===== src/rtl/fifo_generator_sync_if.sv =====
// Handshake/status bundle for fifo_generator_sync. The data_count signal exists only
// when FIFO_GENERATOR_SYNC_DATA_COUNT_EN is defined.
interface fifo_generator_sync_if #(
  parameter int DATA_WIDTH = 8,
  parameter int ADDR_WIDTH = 4
);
  logic [DATA_WIDTH-1:0] din;
  logic                  wr_en;
  logic                  rd_en;
  logic [DATA_WIDTH-1:0] dout;
  logic                  full;
  logic                  almost_full;
  logic                  wr_ack;
  logic                  overflow;
  logic                  empty;
  logic                  almost_empty;
  logic                  valid;
  logic                  underflow;
`ifdef FIFO_GENERATOR_SYNC_DATA_COUNT_EN
  logic [ADDR_WIDTH:0]   data_count;

  modport master (output din, wr_en, rd_en,
                  input  dout, full, almost_full, wr_ack, overflow,
                         empty, almost_empty, valid, underflow, data_count);
  modport slave  (input  din, wr_en, rd_en,
                  output dout, full, almost_full, wr_ack, overflow,
                         empty, almost_empty, valid, underflow, data_count);
`else
  modport master (output din, wr_en, rd_en,
                  input  dout, full, almost_full, wr_ack, overflow,
                         empty, almost_empty, valid, underflow);
  modport slave  (input  din, wr_en, rd_en,
                  output dout, full, almost_full, wr_ack, overflow,
                         empty, almost_empty, valid, underflow);
`endif
endinterface


===== src/rtl/fifo_generator_sync.sv =====
// Single-clock FIFO with standard (FWFT=0) and first-word-fall-through (FWFT=1) read modes.
// Define FIFO_GENERATOR_SYNC_DATA_COUNT_EN to add the data_count port and its occupancy counter.
module fifo_generator_sync #(
  parameter int DATA_WIDTH   = 8,
  parameter int ADDR_WIDTH   = 4,
  parameter int FWFT         = 0,
  parameter int AFULL_LEVEL  = 2**ADDR_WIDTH - 1,
  parameter int AEMPTY_LEVEL = 1
) (
  input logic                 clk,
  input logic                 rst_n,
  fifo_generator_sync_if.slave bus
);

  localparam int              DEPTH    = 2**ADDR_WIDTH;
  localparam int              CW       = ADDR_WIDTH + 1;
  localparam logic [CW-1:0]   DEPTH_C  = CW'(DEPTH);
  localparam logic [CW-1:0]   AFULL_C  = CW'(AFULL_LEVEL);
  localparam logic [CW-1:0]   AEMPTY_C = CW'(AEMPTY_LEVEL);

  logic [DATA_WIDTH-1:0] mem [DEPTH];
  logic [CW-1:0]         wr_ptr_q, rd_ptr_q, wr_ptr_nxt, rd_ptr_nxt;
  logic [CW-1:0]         mem_occ_nxt, total_nxt;
  logic [DATA_WIDTH-1:0] dout_q;
  logic                  full_q, almost_full_q, empty_q, almost_empty_q;
  logic                  valid_q, wr_ack_q, overflow_q, underflow_q;
  logic                  oreg_q, oreg_nxt, wr_acc, rd_ok, mem_rd;
`ifdef FIFO_GENERATOR_SYNC_DATA_COUNT_EN
  logic [CW-1:0]         data_count_q;
`endif

  // In FWFT mode valid doubles as the output-register occupancy bit.
  assign oreg_q = (FWFT != 0) && valid_q;

  // NOTE: every always_comb output gets a value on every path, so no latch is inferred;
  // combinational logic uses blocking '=' only.
  always_comb begin
    wr_acc = bus.wr_en && !full_q;
    if (FWFT != 0) begin
      rd_ok    = bus.rd_en && oreg_q;
      mem_rd   = (wr_ptr_q != rd_ptr_q) && (!oreg_q || rd_ok);
      oreg_nxt = mem_rd || (oreg_q && !rd_ok);
    end else begin
      rd_ok    = bus.rd_en && !empty_q;
      mem_rd   = rd_ok;
      oreg_nxt = 1'b0;
    end
    wr_ptr_nxt = wr_ptr_q + CW'(wr_acc);
    rd_ptr_nxt = rd_ptr_q + CW'(mem_rd);
`ifdef FIFO_GENERATOR_SYNC_DATA_COUNT_EN
    mem_occ_nxt = data_count_q - CW'(oreg_q) + CW'(wr_acc) - CW'(mem_rd);
`else
    // Pointer MSB makes the difference span 0..DEPTH without ambiguity.
    mem_occ_nxt = wr_ptr_nxt - rd_ptr_nxt;
`endif
    total_nxt = mem_occ_nxt + CW'(oreg_nxt);
  end

  // NOTE: state registers use non-blocking '<=' so every flop samples pre-edge values.
  always_ff @(posedge clk or negedge rst_n) begin
    if (!rst_n) begin
      wr_ptr_q       <= '0;
      rd_ptr_q       <= '0;
      dout_q         <= '0;
      valid_q        <= 1'b0;
      wr_ack_q       <= 1'b0;
      overflow_q     <= 1'b0;
      underflow_q    <= 1'b0;
      full_q         <= 1'b0;
      almost_full_q  <= 1'b0;
      empty_q        <= 1'b1;
      almost_empty_q <= 1'b1;
`ifdef FIFO_GENERATOR_SYNC_DATA_COUNT_EN
      data_count_q   <= '0;
`endif
    end else begin
      wr_ptr_q       <= wr_ptr_nxt;
      rd_ptr_q       <= rd_ptr_nxt;
      if (mem_rd) dout_q <= mem[rd_ptr_q[ADDR_WIDTH-1:0]];
      valid_q        <= (FWFT != 0) ? oreg_nxt : rd_ok;
      wr_ack_q       <= wr_acc;
      overflow_q     <= bus.wr_en && full_q;
      underflow_q    <= bus.rd_en && !rd_ok;
      // Flags come from next-state occupancy so they are coherent every cycle.
      full_q         <= (mem_occ_nxt == DEPTH_C);
      almost_full_q  <= (mem_occ_nxt >= AFULL_C);
      empty_q        <= (FWFT != 0) ? !oreg_nxt : (mem_occ_nxt == '0);
      almost_empty_q <= (total_nxt <= AEMPTY_C);
`ifdef FIFO_GENERATOR_SYNC_DATA_COUNT_EN
      data_count_q   <= total_nxt;
`endif
    end
  end

  // NOTE: storage is deliberately not reset; clearing the pointers already discards it.
  always_ff @(posedge clk) begin
    if (wr_acc) mem[wr_ptr_q[ADDR_WIDTH-1:0]] <= bus.din;
  end

  assign bus.dout         = dout_q;
  assign bus.full         = full_q;
  assign bus.almost_full  = almost_full_q;
  assign bus.wr_ack       = wr_ack_q;
  assign bus.overflow     = overflow_q;
  assign bus.empty        = empty_q;
  assign bus.almost_empty = almost_empty_q;
  assign bus.valid        = valid_q;
  assign bus.underflow    = underflow_q;
`ifdef FIFO_GENERATOR_SYNC_DATA_COUNT_EN
  assign bus.data_count   = data_count_q;
`endif

endmodule

===== src/flat_wrapper.sv =====
// flat-port wrapper written by rule: the top's interface ports become plain ports
module fifo_generator_sync_flat 
#(
  parameter int DATA_WIDTH   = 8,
  parameter int ADDR_WIDTH   = 4,
  parameter int FWFT         = 0,
  parameter int AFULL_LEVEL  = 2**ADDR_WIDTH - 1,
  parameter int AEMPTY_LEVEL = 1
)
  (clk, rst_n, bus_din, bus_wr_en, bus_rd_en, bus_dout, bus_full, bus_almost_full, bus_wr_ack, bus_overflow, bus_empty, bus_almost_empty, bus_valid, bus_underflow);
  fifo_generator_sync_if #(.DATA_WIDTH(DATA_WIDTH), .ADDR_WIDTH(ADDR_WIDTH)) bus_i ();
  input logic clk;
  input logic rst_n;
  input wire logic [$bits(bus_i.din)-1:0] bus_din;
  input wire logic [$bits(bus_i.wr_en)-1:0] bus_wr_en;
  input wire logic [$bits(bus_i.rd_en)-1:0] bus_rd_en;
  output wire logic [$bits(bus_i.dout)-1:0] bus_dout;
  output wire logic [$bits(bus_i.full)-1:0] bus_full;
  output wire logic [$bits(bus_i.almost_full)-1:0] bus_almost_full;
  output wire logic [$bits(bus_i.wr_ack)-1:0] bus_wr_ack;
  output wire logic [$bits(bus_i.overflow)-1:0] bus_overflow;
  output wire logic [$bits(bus_i.empty)-1:0] bus_empty;
  output wire logic [$bits(bus_i.almost_empty)-1:0] bus_almost_empty;
  output wire logic [$bits(bus_i.valid)-1:0] bus_valid;
  output wire logic [$bits(bus_i.underflow)-1:0] bus_underflow;
  assign bus_i.din = bus_din;
  assign bus_i.wr_en = bus_wr_en;
  assign bus_i.rd_en = bus_rd_en;
  assign bus_dout = bus_i.dout;
  assign bus_full = bus_i.full;
  assign bus_almost_full = bus_i.almost_full;
  assign bus_wr_ack = bus_i.wr_ack;
  assign bus_overflow = bus_i.overflow;
  assign bus_empty = bus_i.empty;
  assign bus_almost_empty = bus_i.almost_empty;
  assign bus_valid = bus_i.valid;
  assign bus_underflow = bus_i.underflow;
  fifo_generator_sync #(.DATA_WIDTH(DATA_WIDTH), .ADDR_WIDTH(ADDR_WIDTH), .FWFT(FWFT), .AFULL_LEVEL(AFULL_LEVEL), .AEMPTY_LEVEL(AEMPTY_LEVEL)) u_core (.clk(clk), .rst_n(rst_n), .bus(bus_i));
endmodule

===== config.mk =====
export PLATFORM = sky130hd
export DESIGN_NAME = fifo_generator_sync_flat
export DESIGN_NICKNAME = d
export VERILOG_FILES = /design/src/rtl/fifo_generator_sync_if.sv /design/src/rtl/fifo_generator_sync.sv /design/src/flat_wrapper.sv
export SDC_FILE = /design/constraint.sdc
export NUM_CORES = 1
export LEC_CHECK = 0
export CAP_MARGIN = 20
export CORE_ASPECT_RATIO = 1.2
export CORE_MARGIN = 8
export CORE_UTILIZATION = 40
export CTS_CLUSTER_DIAMETER = 50
export DETAILED_ROUTE_END_ITERATION = 10
export SYNTH_ARGS = -nofsm -noshare
export SYNTH_HDL_FRONTEND = slang
export SYNTH_SLANG_ARGS = --single-unit
export TNS_END_PERCENT = 50

===== constraint.sdc =====
create_clock -name clk -period 2.6 [get_ports clk]
set_clock_uncertainty 0.15 [all_clocks]
set_input_delay 0.52 -clock clk [delete_from_list [all_inputs] [get_ports clk]]
set_output_delay 0.52 -clock clk [all_outputs]
set_load 0.05 [all_outputs]

Yosys cells after proc, flatten, opt, wreduce, memory -nomap -nowiden:

Memory sizes are Yosys's and may differ from the RTL's. A register that Yosys moved wholly into a read port is not among the register bits.
Index checks and enable logic that the tools add are counted.

* RAM bits: 128
* logic and storage cells: 28
* bits in registers: 18
* bits in latches: 0
* memory bits (read-only): 0
* memories: 1

Memories
* u_core.mem: words 16, width 8, read ports 1, clocked after Yosys merged registers in 1, wr ports 1, line fifo_generator_sync.sv:21 `logic [DATA_WIDTH-1:0] mem [DEPTH];`

* $add $sub $neg: 3
* divide/modulo/power cells: 0
* equal/unequal tests: 1
* order comparisons: 2
* bitwise operators: 0
* muxes and demuxes: 2
* shift-type cells: 0
* reduce and logical (&&, ||, !) cells: 9
* $mul: 0

Operators by type and width (number)
* $add A5 B1 Y5: 2
* $eq A5 B5 Y1 const B: 1
* $ge A5 B4 Y1 const B: 1
* $le A5 B1 Y1 const B: 1
* $logic_not A5 Y1: 1
* $sub A5 B5 Y5: 1
* $logic_and A1 B1 Y1: 4
* $logic_not A1 Y1: 4
* $mux W1: 2

Logic depth before layout (Yosys ltp):

* word-level depth: 5
* mapped depth: 12
* depth with buffers taken out: 11

Worst setup path after synthesis:

OpenSTA, ideal clock, no wires.

* kind: reg2reg
* start: register u_core.empty_q (netlist: u_core.bus.empty)
* end: register u_core.empty_q (netlist: u_core.bus.empty)
* stages on the path, launching flop included: 13
* arrival: 2.865 ns
* buffers on the path: 1
* required time: 2.368 ns
* period minus slack after synthesis: 3.096 ns
* setup slack: -0.496 ns
* path through: dfstp_2 > nand2b_1 > clkbuf_1 > inv_1 > ha_1 > ha_1 > inv_1 > ha_1 > nor2b_1 > or3_1 > a21oi_1 > a21oi_1 > nor3_1

* longest elaborated chain between the ends: 5

RTL lines
* start, declared: line fifo_generator_sync.sv:25 `logic full_q, almost_full_q, empty_q, almost_empty_q;`
* start signal, assigned: line fifo_generator_sync.sv:87 `empty_q <= (FWFT != 0) ? !oreg_nxt : (mem_occ_nxt == '0);`
* $logic_not A1 Y1: line fifo_generator_sync.sv:44 `rd_ok = bus.rd_en && !empty_q;`
* $logic_and A1 B1 Y1: line fifo_generator_sync.sv:44
* net u_core.mem_rd: line fifo_generator_sync.sv:27 `logic oreg_q, oreg_nxt, wr_acc, rd_ok, mem_rd;`
* $add A5 B1 Y5: line fifo_generator_sync.sv:49 `rd_ptr_nxt = rd_ptr_q + CW'(mem_rd);`
* net u_core.rd_ptr_nxt[1]: line fifo_generator_sync.sv:22 `logic [CW-1:0] wr_ptr_q, rd_ptr_q, wr_ptr_nxt, rd_ptr_nxt;`
* $sub A5 B5 Y5: line fifo_generator_sync.sv:54 `mem_occ_nxt = wr_ptr_nxt - rd_ptr_nxt;`
* $logic_not A5 Y1: line fifo_generator_sync.sv:87

The timed path passes the listed nets, and every way through them passes these cells.

Worst setup path in the final report:

* start: register u_core.empty_q (netlist: u_core.bus.empty)
* end: output bus_empty

RTL lines
* end, declared: line flat_wrapper.sv:22 `output wire logic [$bits(bus_i.empty)-1:0] bus_empty;`

No word-level cell between the ends.

==> impl_metrics.yaml <==
pwr:
  switchingPower_mw: 3.19
  power.total_mw: 9.39
  internal_power_mw: 6.20
  sw_frac_of_total_pct: 34.0
  power.leakage_nw: 2.64
  ir_drop_uv: 707
  clockPowerShare_pct: 24.9
  powerDensity_mw_per_mm2: 1230
  seqPwrFrac_pct: 35.0
  combPwrFrac_pct: 40.0
floorplanning:
  die_w_um: 129
  initial_utilization_pct: 41.0
  die_area_mm2: 0.0196
  rows: 49
  core_mm2: 0.0150
  fp.dieH_um: 152
  ios: 28
detailed_routing:
  vias: 3348
  dr.max_layer_used: "met4"
  wire_per_inst_um: 20.6
  antenna_left: 0
  avgViaCountPerCell: 5.27
  drt_wl_total_um: 13100
  wl_met2_um: 6920
  drt_iter0_drc: 130
  drtPass1Iterations: 4
  wl_met1_um: 5480
  route.met3.wl_um: 481
  drc_errors: 0
synthesis:
  yosysTopAreaCellShare_pct: 62.4
  synth_edf_count: 128
  yosys_register_bits: 154
  syn_area_per_cell_um2: 17.6
  syn_area_mm2: 0.00616
  synth.distinct_cells: 37
  synth-main-ff-cell: "edfxtp_1"
  syn_inst: 350
  synth_warnings: 0
  synth_area_leaders: "edfxtp_1 (62%), dfrtp_1 (9.8%), mux4_2 (5.9%)"
  synth_nets: 370
  yosys.area.top_type: "edfxtp_1"
  async_flop_share_pct: 16.9
  synth_seq_area_share_pct: 73.0
sta:
  fin_crit_sh_pct: 96.7
  period_minus_slack_ns: 2.51
  rsz0062_at_grt: "yes"
  tightest_slew_ns: 0.731
  setup_ws_ns: 0.0855
  finalHoldViolCount: 0
  max_freq_mhz: 398
  slew-limit-headroom_pct: 51.1
  slew_violations: 0
  totalNegativeSetupSlack_ns: 0
  setup_viol: 0
worst_setup_path:
  startpoint_type: "flip-flop"
  arrival_ns: 1.84
  cp-endpoint: "bus_empty"
  worstPathMaxFanout: 2
  r2r_slack_ns: 0.10
  cp-end-kind: "output pin"
  r2r-end: "u_core.bus.empty$_DFF_PN1_"
  r2r_start: "u_core.bus.empty$_DFF_PN1_"
  critPathKind: "reg2out"
  cp.required_ns: 1.93
  critical_path.startpoint: "u_core.bus.empty$_DFF_PN1_"
  ff2ff_path_depth: 10
run_status:
  status: "complete, no violations"
cts:
  insertion_delay_ns: 0.42
  cts.path.max_buffers: 2
  clockRootBuffer: "clkbuf_16"
  h-tree-depth: 4
  clkSinkCount: 154
  cts_hold_buf: 0
  cts-buffers-inserted: 17
  cts_tree: "built"
  cts.clk_slew.worst_paths_ns: 0.06
global_route:
  overflow: 0
  antenna_found_initial: 0
  grt_usage_pct: 14.1
  grt_max_degree: 65
  grt_pass1_wl_um: 20500
  grt_pass1_vias: 3616
layout:
  final_net_count: 439
  fillCellCount: 1209
  areaGrowthSynthToFinish_pct: 24.3
  drive_gt1_share_pct: 28.1
  antennaDiodeCount: 0
run:
  max_cap_viol_count: 0
placement:
  gp_congestion: 0.815
  dp_hpwl_um: 8600
  io_buffers: 27
  dp_slack_ns: -0.514
worst_hold_path:
  hold_path.class: "in2reg"
## registers in the layout, indices dropped and copies added, names as in the netlist
signal                   flops
u_core.bus.empty             1
u_core.rd_ptr_q              5
u_core.bus.full              1
u_core.bus.wr_ack            1
u_core.bus.overflow          1
u_core.bus.underflow         1
u_core.bus.valid             1
u_core.mem                 128
u_core.wr_ptr_q              5
u_core.bus.almost_full       1
u_core.bus.almost_empty      1
u_core.bus.dout              8
## Yosys cell counts, types with 7 or more instances
cell	count
a221o_1	8
dfrtp_1	24
edfxtp_1	128
nor2b_1	19
nor2_1	13
mux2i_1	16
nor3_1	8
a2111oi_0	8
ha_1	7
mux2_2	8
a211oi_1	8
a22o_1	8
xnor2_1	8
mux4_2	16
inv_1	7
nor4_1	8
## through the flow
stage                     std cells  instance area [µm²]  util [%]  hold WS, ns
after floorplan                 350                 6230         -       0.0744
after global placement          601                 6940      46.2        0.327
after detailed placement        601                 6940      46.2        0.331
after CTS                       632                 7550      50.3        0.344
after global routing            635                 7650      50.9        0.205
final                           635                 7650      50.9        0.210
## how the worst min path moves through the flow
stage	startpoint	endpoint	slack (ns)	depth (start not counted)
detailed placement	u_core.wr_ptr_q[4]$_DFF_PN0_	u_core.wr_ptr_q[4]$_DFF_PN0_	0.33	1
finish	bus_wr_en	u_core.bus.overflow$_DFF_PN0_	0.21	2
CTS	u_core.wr_ptr_q[4]$_DFF_PN0_	u_core.wr_ptr_q[4]$_DFF_PN0_	0.34	1
floorplan	rst_n	u_core.bus.almost_full$_DFF_PN0_	0.07	0
global placement	u_core.wr_ptr_q[4]$_DFF_PN0_	u_core.wr_ptr_q[4]$_DFF_PN0_	0.33	1
global route	bus_wr_en	u_core.bus.overflow$_DFF_PN0_	0.20	2
## critical path: stages (launching register included)
cell	delay [ns]
dfstp_2	0.54
buf_4	0.10
clkdlybuf4s50_1	0.79
## layer usage
metal	vias to the layer above	track usage (%)
li1	1522	-
met1	1739	17.5
met2	65	23.3
met3	22	3.12
met4	0	5.10
met5	-	0
## power groups by stage
stage | Combinational (mW) | Sequential, mW | Clock, mW
finish | 3.76 | 3.29 | 2.34
global route | 4.05 | 3.32 | 2.48
CTS | 3.49 | 3.28 | 2.37
detailed placement | 3.39 | 3.32 | 0
global placement | 3.33 | 3.31 | 0
floorplan | 2.12 | 3.50 | 0
## area by class of cell
cell class,instances,area [µm²],area share [%]
multi-input cells,172,1720,22.5
repair buffers,67,588,7.69
flip-flops and latches,154,4500,58.8
inverters,7,31.3,0.409
well taps,204,255,3.34
clock inverters,12,126,1.65
clock buffers,19,433,5.66
## what timing repair did
item / in CTS / in global routing
resized for setup: 8 / 17
endpoints found under the setup margin: 3 / 4
pin swaps: 0 / 12
setup buffers: 0 / 3
## placed cells by master, fill, tap and decap left out, types with 8 or more instances in the layout
cell             count
edfxtp_1           128
buf_4               39
clkdlybuf4s50_1     25
dfrtp_1             23
nor2b_1             17
clkbuf_16           17
mux4_2              16
mux2i_1             16
nor2_1              13
mux2_2               8
a2111oi_0            8
a211oi_1             8
a22o_1               8
nor4_1               8
a221o_1              8
## cell families after synthesis
logic type / synth area share (%)
buf+inv: 1.89
compound gates: 5.39
simple gates: 6.59
xor+xnor: 1.42
fa+ha+maj: 1.75
flops: 73.0
mux: 9.92
Note: power is estimated with default switching activity, not from simulation.
